`src/rtl/shift_unit_pipe_if.sv`:
```
// Valid/ready operand and result bus for shift_unit_pipe.
// Master drives operands and out_ready; slave is the shift unit.
interface shift_unit_pipe_if #(
  parameter int unsigned WIDTH = 32,
  parameter int unsigned TAG_W = 5
);
  localparam int unsigned ShW = $clog2(WIDTH);

  logic             in_valid;
  logic             in_ready;
  logic [WIDTH-1:0] in_a;
  logic [ShW-1:0]   in_shamt;
  logic [2:0]       in_op;
  logic [TAG_W-1:0] in_tag;
  logic             out_valid;
  logic             out_ready;
  logic [WIDTH-1:0] out_data;
  logic [TAG_W-1:0] out_tag;
  logic             out_zero;
  logic             out_illegal;

  modport master (
    output in_valid, in_a, in_shamt, in_op, in_tag, out_ready,
    input  in_ready, out_valid, out_data, out_tag, out_zero, out_illegal
  );

  modport slave (
    input  in_valid, in_a, in_shamt, in_op, in_tag, out_ready,
    output in_ready, out_valid, out_data, out_tag, out_zero, out_illegal
  );
endinterface

```
`src/rtl/shift_unit_pipe.sv`:
```
// Pipelined SLL/SRL/SRA/ROL/ROR log shifter with valid/ready flow control.
// Stage 0 captures the operand; stages 1..STAGES each apply a slice of the mux levels.
module shift_unit_pipe #(
  parameter int unsigned WIDTH  = 32,
  parameter int unsigned STAGES = 2,
  parameter int unsigned TAG_W  = 5
) (
  input logic              clk,
  input logic              rst_n,
  shift_unit_pipe_if.slave bus
);
  localparam int Levels   = $clog2(WIDTH);
  localparam int PerStage = (Levels + int'(STAGES) - 1) / int'(STAGES);
  localparam int LastIdx  = int'(STAGES);

  localparam logic [2:0] OpSll = 3'd0;
  localparam logic [2:0] OpSrl = 3'd1;
  localparam logic [2:0] OpSra = 3'd2;
  localparam logic [2:0] OpRol = 3'd3;
  localparam logic [2:0] OpRor = 3'd4;

  logic             vld_q   [STAGES+1];
  logic             vld_d   [STAGES+1];
  logic [WIDTH-1:0] data_q  [STAGES+1];
  logic [WIDTH-1:0] data_d  [STAGES+1];
  logic [Levels-1:0] shamt_q [STAGES+1];
  logic [Levels-1:0] shamt_d [STAGES+1];
  logic [2:0]       op_q    [STAGES+1];
  logic [2:0]       op_d    [STAGES+1];
  logic             sign_q  [STAGES+1];
  logic             sign_d  [STAGES+1];
  logic [TAG_W-1:0] tag_q   [STAGES+1];
  logic [TAG_W-1:0] tag_d   [STAGES+1];
  logic             zero_q;
  logic             zero_d;
  logic             adv;

  // One mux level: shift by a power of two, amt is at most WIDTH/2.
  function automatic logic [WIDTH-1:0] shift_level(input logic [WIDTH-1:0] d,
                                                   input logic [2:0]       op,
                                                   input logic             sign,
                                                   input int               amt);
    logic [WIDTH-1:0] res;
    logic [WIDTH-1:0] fill;
    fill = sign ? ~({WIDTH{1'b1}} >> amt) : '0;
    res  = d;
    case (op)
      OpSll:   res = d << amt;
      OpSrl:   res = d >> amt;
      OpSra:   res = (d >> amt) | fill;
      OpRol:   res = (d << amt) | (d >> (int'(WIDTH) - amt));
      OpRor:   res = (d >> amt) | (d << (int'(WIDTH) - amt));
      default: res = d;
    endcase
    return res;
  endfunction

  assign adv          = !vld_q[LastIdx] || bus.out_ready;
  assign bus.in_ready = adv;

  always_comb begin
    logic [WIDTH-1:0] acc;
    vld_d[0]   = bus.in_valid;
    data_d[0]  = bus.in_a;
    shamt_d[0] = bus.in_shamt;
    op_d[0]    = bus.in_op;
    sign_d[0]  = bus.in_a[WIDTH-1];
    tag_d[0]   = bus.in_tag;
    for (int s = 1; s <= LastIdx; s++) begin
      vld_d[s]   = vld_q[s-1];
      shamt_d[s] = shamt_q[s-1];
      op_d[s]    = op_q[s-1];
      sign_d[s]  = sign_q[s-1];
      tag_d[s]   = tag_q[s-1];
      acc        = data_q[s-1];
      for (int k = 0; k < Levels; k++) begin
        if ((k / PerStage) == (s - 1) && shamt_q[s-1][k]) begin
          acc = shift_level(acc, op_q[s-1], sign_q[s-1], 1 << k);
        end
      end
      data_d[s] = acc;
    end
  end

  assign zero_d = (data_d[LastIdx] == '0);

  // A stall freezes every slot, including bubbles.
  always_ff @(posedge clk or negedge rst_n) begin
    if (!rst_n) begin
      for (int s = 0; s <= LastIdx; s++) begin
        vld_q[s]   <= 1'b0;
        data_q[s]  <= '0;
        shamt_q[s] <= '0;
        op_q[s]    <= '0;
        sign_q[s]  <= 1'b0;
        tag_q[s]   <= '0;
      end
      zero_q <= 1'b0;
    end else if (adv) begin
      for (int s = 0; s <= LastIdx; s++) begin
        vld_q[s]   <= vld_d[s];
        data_q[s]  <= data_d[s];
        shamt_q[s] <= shamt_d[s];
        op_q[s]    <= op_d[s];
        sign_q[s]  <= sign_d[s];
        tag_q[s]   <= tag_d[s];
      end
      zero_q <= zero_d;
    end
  end

  assign bus.out_valid   = vld_q[LastIdx];
  assign bus.out_data    = data_q[LastIdx];
  assign bus.out_tag     = tag_q[LastIdx];
  assign bus.out_zero    = zero_q;
  assign bus.out_illegal = (op_q[LastIdx] > OpRor);
endmodule

```
`src/flat_wrapper.sv`:
```
// flat-port wrapper written by rule: the top's interface ports become plain ports
module shift_unit_pipe_flat 
#(
  parameter int unsigned WIDTH  = 32,
  parameter int unsigned STAGES = 2,
  parameter int unsigned TAG_W  = 5
)
  (clk, rst_n, bus_in_valid, bus_in_a, bus_in_shamt, bus_in_op, bus_in_tag, bus_out_ready, bus_in_ready, bus_out_valid, bus_out_data, bus_out_tag, bus_out_zero, bus_out_illegal);
  shift_unit_pipe_if #(.WIDTH(WIDTH), .TAG_W(TAG_W)) bus_i ();
  input logic clk;
  input logic rst_n;
  input wire logic [$bits(bus_i.in_valid)-1:0] bus_in_valid;
  input wire logic [$bits(bus_i.in_a)-1:0] bus_in_a;
  input wire logic [$bits(bus_i.in_shamt)-1:0] bus_in_shamt;
  input wire logic [$bits(bus_i.in_op)-1:0] bus_in_op;
  input wire logic [$bits(bus_i.in_tag)-1:0] bus_in_tag;
  input wire logic [$bits(bus_i.out_ready)-1:0] bus_out_ready;
  output wire logic [$bits(bus_i.in_ready)-1:0] bus_in_ready;
  output wire logic [$bits(bus_i.out_valid)-1:0] bus_out_valid;
  output wire logic [$bits(bus_i.out_data)-1:0] bus_out_data;
  output wire logic [$bits(bus_i.out_tag)-1:0] bus_out_tag;
  output wire logic [$bits(bus_i.out_zero)-1:0] bus_out_zero;
  output wire logic [$bits(bus_i.out_illegal)-1:0] bus_out_illegal;
  assign bus_i.in_valid = bus_in_valid;
  assign bus_i.in_a = bus_in_a;
  assign bus_i.in_shamt = bus_in_shamt;
  assign bus_i.in_op = bus_in_op;
  assign bus_i.in_tag = bus_in_tag;
  assign bus_i.out_ready = bus_out_ready;
  assign bus_in_ready = bus_i.in_ready;
  assign bus_out_valid = bus_i.out_valid;
  assign bus_out_data = bus_i.out_data;
  assign bus_out_tag = bus_i.out_tag;
  assign bus_out_zero = bus_i.out_zero;
  assign bus_out_illegal = bus_i.out_illegal;
  shift_unit_pipe #(.WIDTH(WIDTH), .STAGES(STAGES), .TAG_W(TAG_W)) u_core (.clk(clk), .rst_n(rst_n), .bus(bus_i));
endmodule
```
`config.mk`:
```
export PLATFORM = sky130hd
export DESIGN_NAME = shift_unit_pipe_flat
export DESIGN_NICKNAME = d
export VERILOG_FILES = /design/src/rtl/shift_unit_pipe_if.sv /design/src/rtl/shift_unit_pipe.sv /design/src/flat_wrapper.sv
export SDC_FILE = /design/constraint.sdc
export NUM_CORES = 1
export LEC_CHECK = 0
export CAP_MARGIN = 20
export CORE_MARGIN = 1
export CORE_UTILIZATION = 55
export CTS_CLUSTER_SIZE = 20
export DETAILED_ROUTE_END_ITERATION = 8
export PLACE_DENSITY = 0.77
export SKIP_LAST_GASP = 1
export SYNTH_ARGS = -nofsm -noshare
export SYNTH_HDL_FRONTEND = slang
export SYNTH_SLANG_ARGS = --single-unit
```
`constraint.sdc`:
```
create_clock -name clk -period 4.35 [get_ports clk]
set_clock_uncertainty 0.05 [all_clocks]
set_input_delay 0.6525 -clock clk [delete_from_list [all_inputs] [get_ports clk]]
set_output_delay 0.6525 -clock clk [all_outputs]
set_load 0.1 [all_outputs]
```
==> summary.txt, run 1 <==
CP peak stage delay: 0.78 ns
Residual DRC: 29
Hold Fails Final Rpt: 0
Worst Hold Class: input pin to asynchronous set/reset pin
Syn avg cell area: 7.82 um2
CP Cell Sequence: xnor2_4 -> buf_4 -> mux2i_1 -> o2bb2ai_1 -> o311ai_0 -> nand4_1 -> nor4_1 -> a32o_2
Post-DR vias/cell: 6.97
Peak Freq: 287 MHz
Pin count of the biggest net entering global routing: 109
Share of cells above drive strength 1: 9.11%
Area of the multi-input gates: 0.00577 mm2
FF+latch area: 0.00330 mm2
Pwr Density: 941 mW/mm2
Routed length per instance: 22.2 um
P_leak: 4.49 nW
Routed wire length: 33.3 mm
Vias in the first global route: 9324
Fin crit share: 80.1%
Area of the mapped netlist: 0.00996 mm2
Htree depth: 4
Tot Pwr: 10.5 mW
Yosys warning total: 0
Syn Inst Count: 1274
Crit Path Class: register to register
Layout Cells excl Fill: 1499
Antenna-violating nets left: 0
Root buf cell: clkbuf_16
Initial Util: 57.0%
Slowest-stage cell, CP: dfrtp_1
Worst-path fanout max: 27
Initial antenna violation count: 1
Net Count, Synth: 1323
Die height: 137 um
First-pass GRT wire length: 52.7 mm
Final GP Congestion: 1.03
Worst ir drop on vdd: 0.000684 V
Required time worst endpoint: 4.68 ns
Min cycle time layout: 3.48 ns
Worst slew margin: 28.2%
Seq cells post-synth: 132
Sequential area share after synthesis: 33.2%
Setup_tns: 0 ns
Final WS setup: 0.865 ns
Site row count: 48
Clock Sinks: 132
Max Cap Viol: 0
Dominant cells by area after synthesis: dfrtp_1 33%, nand2_1 9.9%, a21oi_1 5.0%
Final slew viol count: 0
Library cells used by synthesis: 94
Dominant synthesized flop cell: dfrtp_1
Dpl hpwl: 23.3 mm
DR iter-0 viols: 1702
Number of flops mapped to enable cells by yosys: 0
Area grow syn2layout: 12.1%
Clk slew on worst S/H paths: 0.07 ns
Startpoint Class: register
Routed via count: 10.4k
Status: finished with violations
CTS buffer count: 17
Count of final setup violators: 0
I/O Buffers: 89
Layout Nets: 1309
Total track usage: 37.2%
Layout fillers: 1527
Place WS: 0.891 ns
Ports: 90
Global route overflow: 0
# hold bufs at CTS: 0
Clk_lat worst skew: 0.44 ns
Unrepaired setup endpoints after global routing: no
Crit path DAT: 3.81 ns
FFs w/ async S/R, synth: 100%
Die width: 137 um
Dpl cells: 1466
CTS tree: yes
Yosys top cell by area: dfrtp_1
Worst-margin pin slew: 1.08 ns
Post-CTS setup repair buffer count: 0
Setup crit end kind: register
Failing checks: DRC
Clock tree buffer depth: 2
Die area: 0.0186 mm2
Core Area: 0.0175 mm2
Post-CTS sizing: 0
Share of the synthesized area in the top cell type: 33.2%
Drt first pass iters: 9
[cell usage in the layout (no fill, tap or decap), types with 16 or more instances in the layout]
master,count
mux2i_1,20
o22ai_1,28
nor3_1,16
a221oi_1,26
dfrtp_1,132
clkbuf_16,17
nor2_1,77
a21oi_1,100
nand3_1,36
a22oi_1,17
clkdlybuf4s50_1,87
a31oi_1,32
nand2_1,262
o21ai_0,67
buf_4,32
a211oi_1,33
o211ai_1,32
[worst paths after layout]
| path | start | end | slack (ns) | cells past startpoint |
|---|---|---|---|---|
| worst min-delay path | rst_n | u_core.data_q[52]$_DFFE_PN0P_ | 0.12 | 1 |
| worst max-delay path | u_core.op_d[1]$_DFFE_PN0P_ | u_core.bus.out_zero$_DFFE_PN0P_ | 0.87 | 8 |
| worst min register to register | u_core.bus.out_tag[3]$_DFFE_PN0P_ | u_core.bus.out_tag[3]$_DFFE_PN0P_ | 0.41 | 2 |
| worst max register to register | u_core.op_d[1]$_DFFE_PN0P_ | u_core.bus.out_zero$_DFFE_PN0P_ | 0.87 | 8 |
| max in group asynchronous | rst_n | u_core.data_q[64]$_DFFE_PN0P_ | 3.24 | 2 |
| min in group clk | u_core.bus.out_tag[3]$_DFFE_PN0P_ | u_core.bus.out_tag[3]$_DFFE_PN0P_ | 0.41 | 2 |
[state kept, by name, summed over array words and instances (netlist names)]
signal and cells:
u_core.bus.out_data 32, u_core.bus.out_tag 5, u_core.bus.out_valid 1, u_core.bus.out_zero 1
u_core.data_q 63, u_core.op_d 6, u_core.op_q 3, u_core.shamt_d 7
u_core.sign_d 2, u_core.tag_d 10, u_core.vld_d 2
[cells by family after synthesis]
group                    count (synthesis)  synth area share, %
adder cells (fa/ha/maj)                  2                0.201
flip-flops                             132                 33.2
AO/OA/AOI/OAI                          454                 31.3
AND/OR/NAND/NOR                        481                 22.1
XOR/XNOR                                 4                0.729
buffers and inverters                  169                 9.15
multiplexers                            32                 3.44
[worst max-delay path: cells and delay by family (launching register included)]
| kind | cells | cell delay [ns] |
|---|---|---|
| simple gates | 2 | 0.52 |
| buf+inv | 1 | 0.29 |
| compound gates | 3 | 0.98 |
| mux | 1 | 0.20 |
| flops | 1 | 0.78 |
| xor+xnor | 1 | 0.61 |
[final cells by class]
cell class	instances	area share (%)
clock inverter	15	1.47
tap	225	2.52
inverter	14	0.482
sequential	132	29.6
timing repair buffer	122	10.4
multi-input combinational	973	51.7
antenna	1	0.0224
clock buffer	17	3.81
[stage by stage]
stage	area, um2	hold WS (ns)	util, %
after global routing	11200	0.195	63.8
after detailed placement	10600	0.405	60.5
final	11200	0.124	63.9
after CTS	11200	0.163	63.8
after floorplan	9960	0.307	-
after global placement	10600	0.393	60.5
[cells in the mapped netlist (all sizes together) (29+ instances only)]
master and number:
a31oi 36, o22ai 29, a211oi 37, o211ai 32
clkbuf 61, o21ai 80, nand2 262, nand3 36
dfrtp 132, nor2 79, a21oi 100, buf 94
[power by group]
group | leakage, nW | switching [mW] | internal (mW) | total (mW)
combinational | 2.62 | 4.52 | 2.01 | 6.54
sequential | 1.58 | 0.778 | 1.72 | 2.50
clock | 0.289 | 0.701 | 0.769 | 1.47
[routing by layer]
metal  part of all wire [%]  track usage [%]
met5                      0                0
met4                    4.3             15.9
met3                     12             9.15
met2                     42             53.0
met1                     42             53.1
No activity file was read; power rests on OpenSTA's default activity.
==> inputs of run 2 (changes only) <==
--- a/config.mk
+++ b/config.mk
@@ -7,7 +7,7 @@
 export LEC_CHECK = 0
 export CAP_MARGIN = 20
 export CORE_MARGIN = 1
-export CORE_UTILIZATION = 55
+export CORE_UTILIZATION = 53
 export CTS_CLUSTER_SIZE = 20
 export DETAILED_ROUTE_END_ITERATION = 8
 export PLACE_DENSITY = 0.77
==> constraint.sdc (replaced) <==
create_clock -name clk -period 2.8 [get_ports clk]
set_clock_uncertainty 0.05 [all_clocks]
set_input_delay 0.42 -clock clk [delete_from_list [all_inputs] [get_ports clk]]
set_output_delay 0.42 -clock clk [all_outputs]
set_load 0.1 [all_outputs]
==> summary.txt, run 2 (synthesis results as in run 1) <==
Commonest non-fill, non-tap cell in the layout: nand2_1
Initial Util: 54.7% (-2.3 points)
Crit Path Class: register to register
Global route overflow: 0 (unchanged)
Worst-margin pin slew: 0.778 ns (-0.299 ns)
Fin crit share: 100% (+20 points)
Commonest non-fill, non-tap cells in the layout: 261 x nand2_1, 159 x buf_4, 129 x dfrtp_1, 100 x a21oi_1, 76 x nor2_1
Routed length per instance: 21.5 um (-3.0%)
Site row count: 49 (+2.1%)
FF+latch area: 0.00331 mm2 (+0.11%)
Layout fillers: 1589 (+4.1%)
Layout Cells excl Fill: 1602 (+6.9%)
Post-DR vias/cell: 6.66 (-4.4%)
Drt first pass iters: 8 (-1)
Die area: 0.0193 mm2 (+3.7%)
Die width: 139 um (+1.8%)
Critical path startpoint: u_core.op_d[0]$_DFFE_PN0P_
Initial antenna violation count: 0 (-1)
Share of cells above drive strength 1: 19.4% (+10 points)
First-pass GRT wire length: 54.8 mm (+3.9%)
Crit path DAT: 3.08 ns (-0.73 ns)
Hold Fails Final Rpt: 0 (unchanged)
Diodes inserted: 0 (-1)
DR iter-0 viols: 1786 (+4.9%)
Area grow syn2layout: 20.7%
Status: finished with violations
Dpl cells: 1567 (+6.9%)
Min cycle time layout: 2.81 ns (-0.673 ns)
R2r endpoint: u_core.bus.out_zero$_DFFE_PN0P_
Clock tree buffer depth: 2 (unchanged)
Vias in the first global route: 9651 (+3.5%)
Pin count of the biggest net entering global routing: 89 (-18%)
Total track usage: 36.3% (-0.92 points)
Max FFs per register: 63 (unchanged)
Routed wire length: 34.5 mm (+3.6%)
Final GP Congestion: 0.984 (-4.5%)
Setup slack, reg-to-reg: -0.01 ns (-0.88 ns)
P_leak: 5.07 nW (+13%)
Tot Pwr: 17.5 mW (+67%)
Htree depth: 4 (unchanged)
Post-DP Area: 0.0113 mm2 (+7.2%)
Failing checks: DRC, setup timing
Final WS setup: -0.0116 ns (-0.877 ns)
Clk_lat worst skew: 0.44 ns (about the same)
Count of final setup violators: 1 (+1)
Worst r2r src: u_core.op_d[0]$_DFFE_PN0P_
Clk slew on worst S/H paths: 0.07 ns (about the same)
Root buf cell: clkbuf_16
CTS tree: yes
Pwr Density: 1460 mW/mm2 (+55%)
Layout Nets: 1409 (+7.6%)
Die height: 139 um (+1.8%)
Design area: 0.0120 mm2 (+7.7%)
Register bank with the most flops: u_core.data_q
Residual DRC: 2 (-93%)
CTS buffer count: 17 (unchanged)
Worst-path fanout max: 25 (-7.4%)
Core Area: 0.0182 mm2 (+4.2%)
Worst Hold Class: input pin to asynchronous set/reset pin
Worst slew margin: 48.0% (+20 points)
Required time worst endpoint: 3.06 ns (-1.62 ns)
Final core utilization: 66.0% (+2.1 points)
Setup crit end kind: register
Final slew viol count: 0 (unchanged)
Max Cap Viol: 0 (unchanged)
Setup_tns: -0.0116 ns (-0.0116 ns)
I/O Buffers: 89 (unchanged)
Worst ir drop on vdd: 0.000867 V (+27%)
Startpoint Class: register
Area of the multi-input gates: 0.00583 mm2 (+1.1%)
Antenna-violating nets left: 0 (unchanged)
Clock Sinks: 132 (unchanged)
Routed via count: 10.7k (+2.1%)
Dpl hpwl: 25.4 mm (+9.3%)
Ports: 90 (unchanged)
Peak Freq: 356 MHz (+24%)
R2R depth: 10 (+2)
[run 2: changes by cell type in the layout (fill, tap and decap cells not counted), sizes merged]
cell           before  now
buf                35  174
clkdlybuf4s50      87   47
clkinv              8    5
clkinvlp            0    3
diode               1    0
dlygate4sd3         0    1
[run 2: worst max path at each step]
stage                                            endpoint  slack (ns)  depth (start not counted)
final                     u_core.bus.out_zero$_DFFE_PN0P_       -0.01                         10
after global placement    u_core.bus.out_zero$_DFFE_PN0P_        0.06                          8
after global routing      u_core.bus.out_zero$_DFFE_PN0P_       -0.02                          9
after floorplan                              bus_in_ready         0.1                          5
after CTS                 u_core.bus.out_zero$_DFFE_PN0P_        0.02                          9
after detailed placement  u_core.bus.out_zero$_DFFE_PN0P_        0.01                          8
[run 2: power by group]
part | leakage (nW) | internal [mW] | switching [mW] | total [mW]
Sequential | 1.58 | 2.68 | 1.02 | 3.70
Clock | 0.277 | 1.19 | 1.02 | 2.21
Combinational | 3.21 | 4.07 | 7.54 | 11.6
[run 2: worst max-delay path, stage by stage, from the launching register on]
cell      delay, ns
dfrtp_1        0.43
buf_12         0.18
buf_4          0.18
nor4bb_1       0.37
buf_4          0.22
nand2_1        0.08
a311oi_1       0.45
o22ai_1        0.23
nand4b_1       0.16
nor4_1         0.06
a32o_2         0.26
[run 2: per-layer routing]
| metal | vias to the layer above | part of all wire, % | track usage (%) |
|---|---|---|---|
| met5 | - | 0 | 0 |
| met4 | 0 | 3.0 | 13.5 |
| met3 | 90 | 11 | 8.08 |
| met2 | 733 | 41 | 50.2 |
| met1 | 5014 | 44 | 54.6 |
| li1 | 4829 | - | - |
[run 2: layout make-up]
cell class | count | area share (%)
inverters | 14 | 0.448
repair buffers | 222 | 16.3
clock buffers | 17 | 3.54
flip-flops and latches | 132 | 27.5
clock inverters | 15 | 1.33
well taps | 229 | 2.38
multi-input cells | 973 | 48.5
[run 2: stage by stage]
step	hold WS, ns	worst slack (ns)
6_report	0.309	-0.0116
5_1_grt	0.313	-0.0218
4_1_cts	0.301	0.0181
3_5_place_dp	0.196	0.0141
3_3_place_gp	0.195	0.0606
2_1_floorplan	0.0744	0.0976
[run 2: what timing repair did]
action | 4_1_cts | 5_1_grt
endpoints found under the setup margin | 1 | 21
resized for setup | 0 | 18
pin swaps | 1 | 5
hold buffers | 1 | 0
setup buffers | 2 | 0
endpoints found under the hold margin | 11 | 0
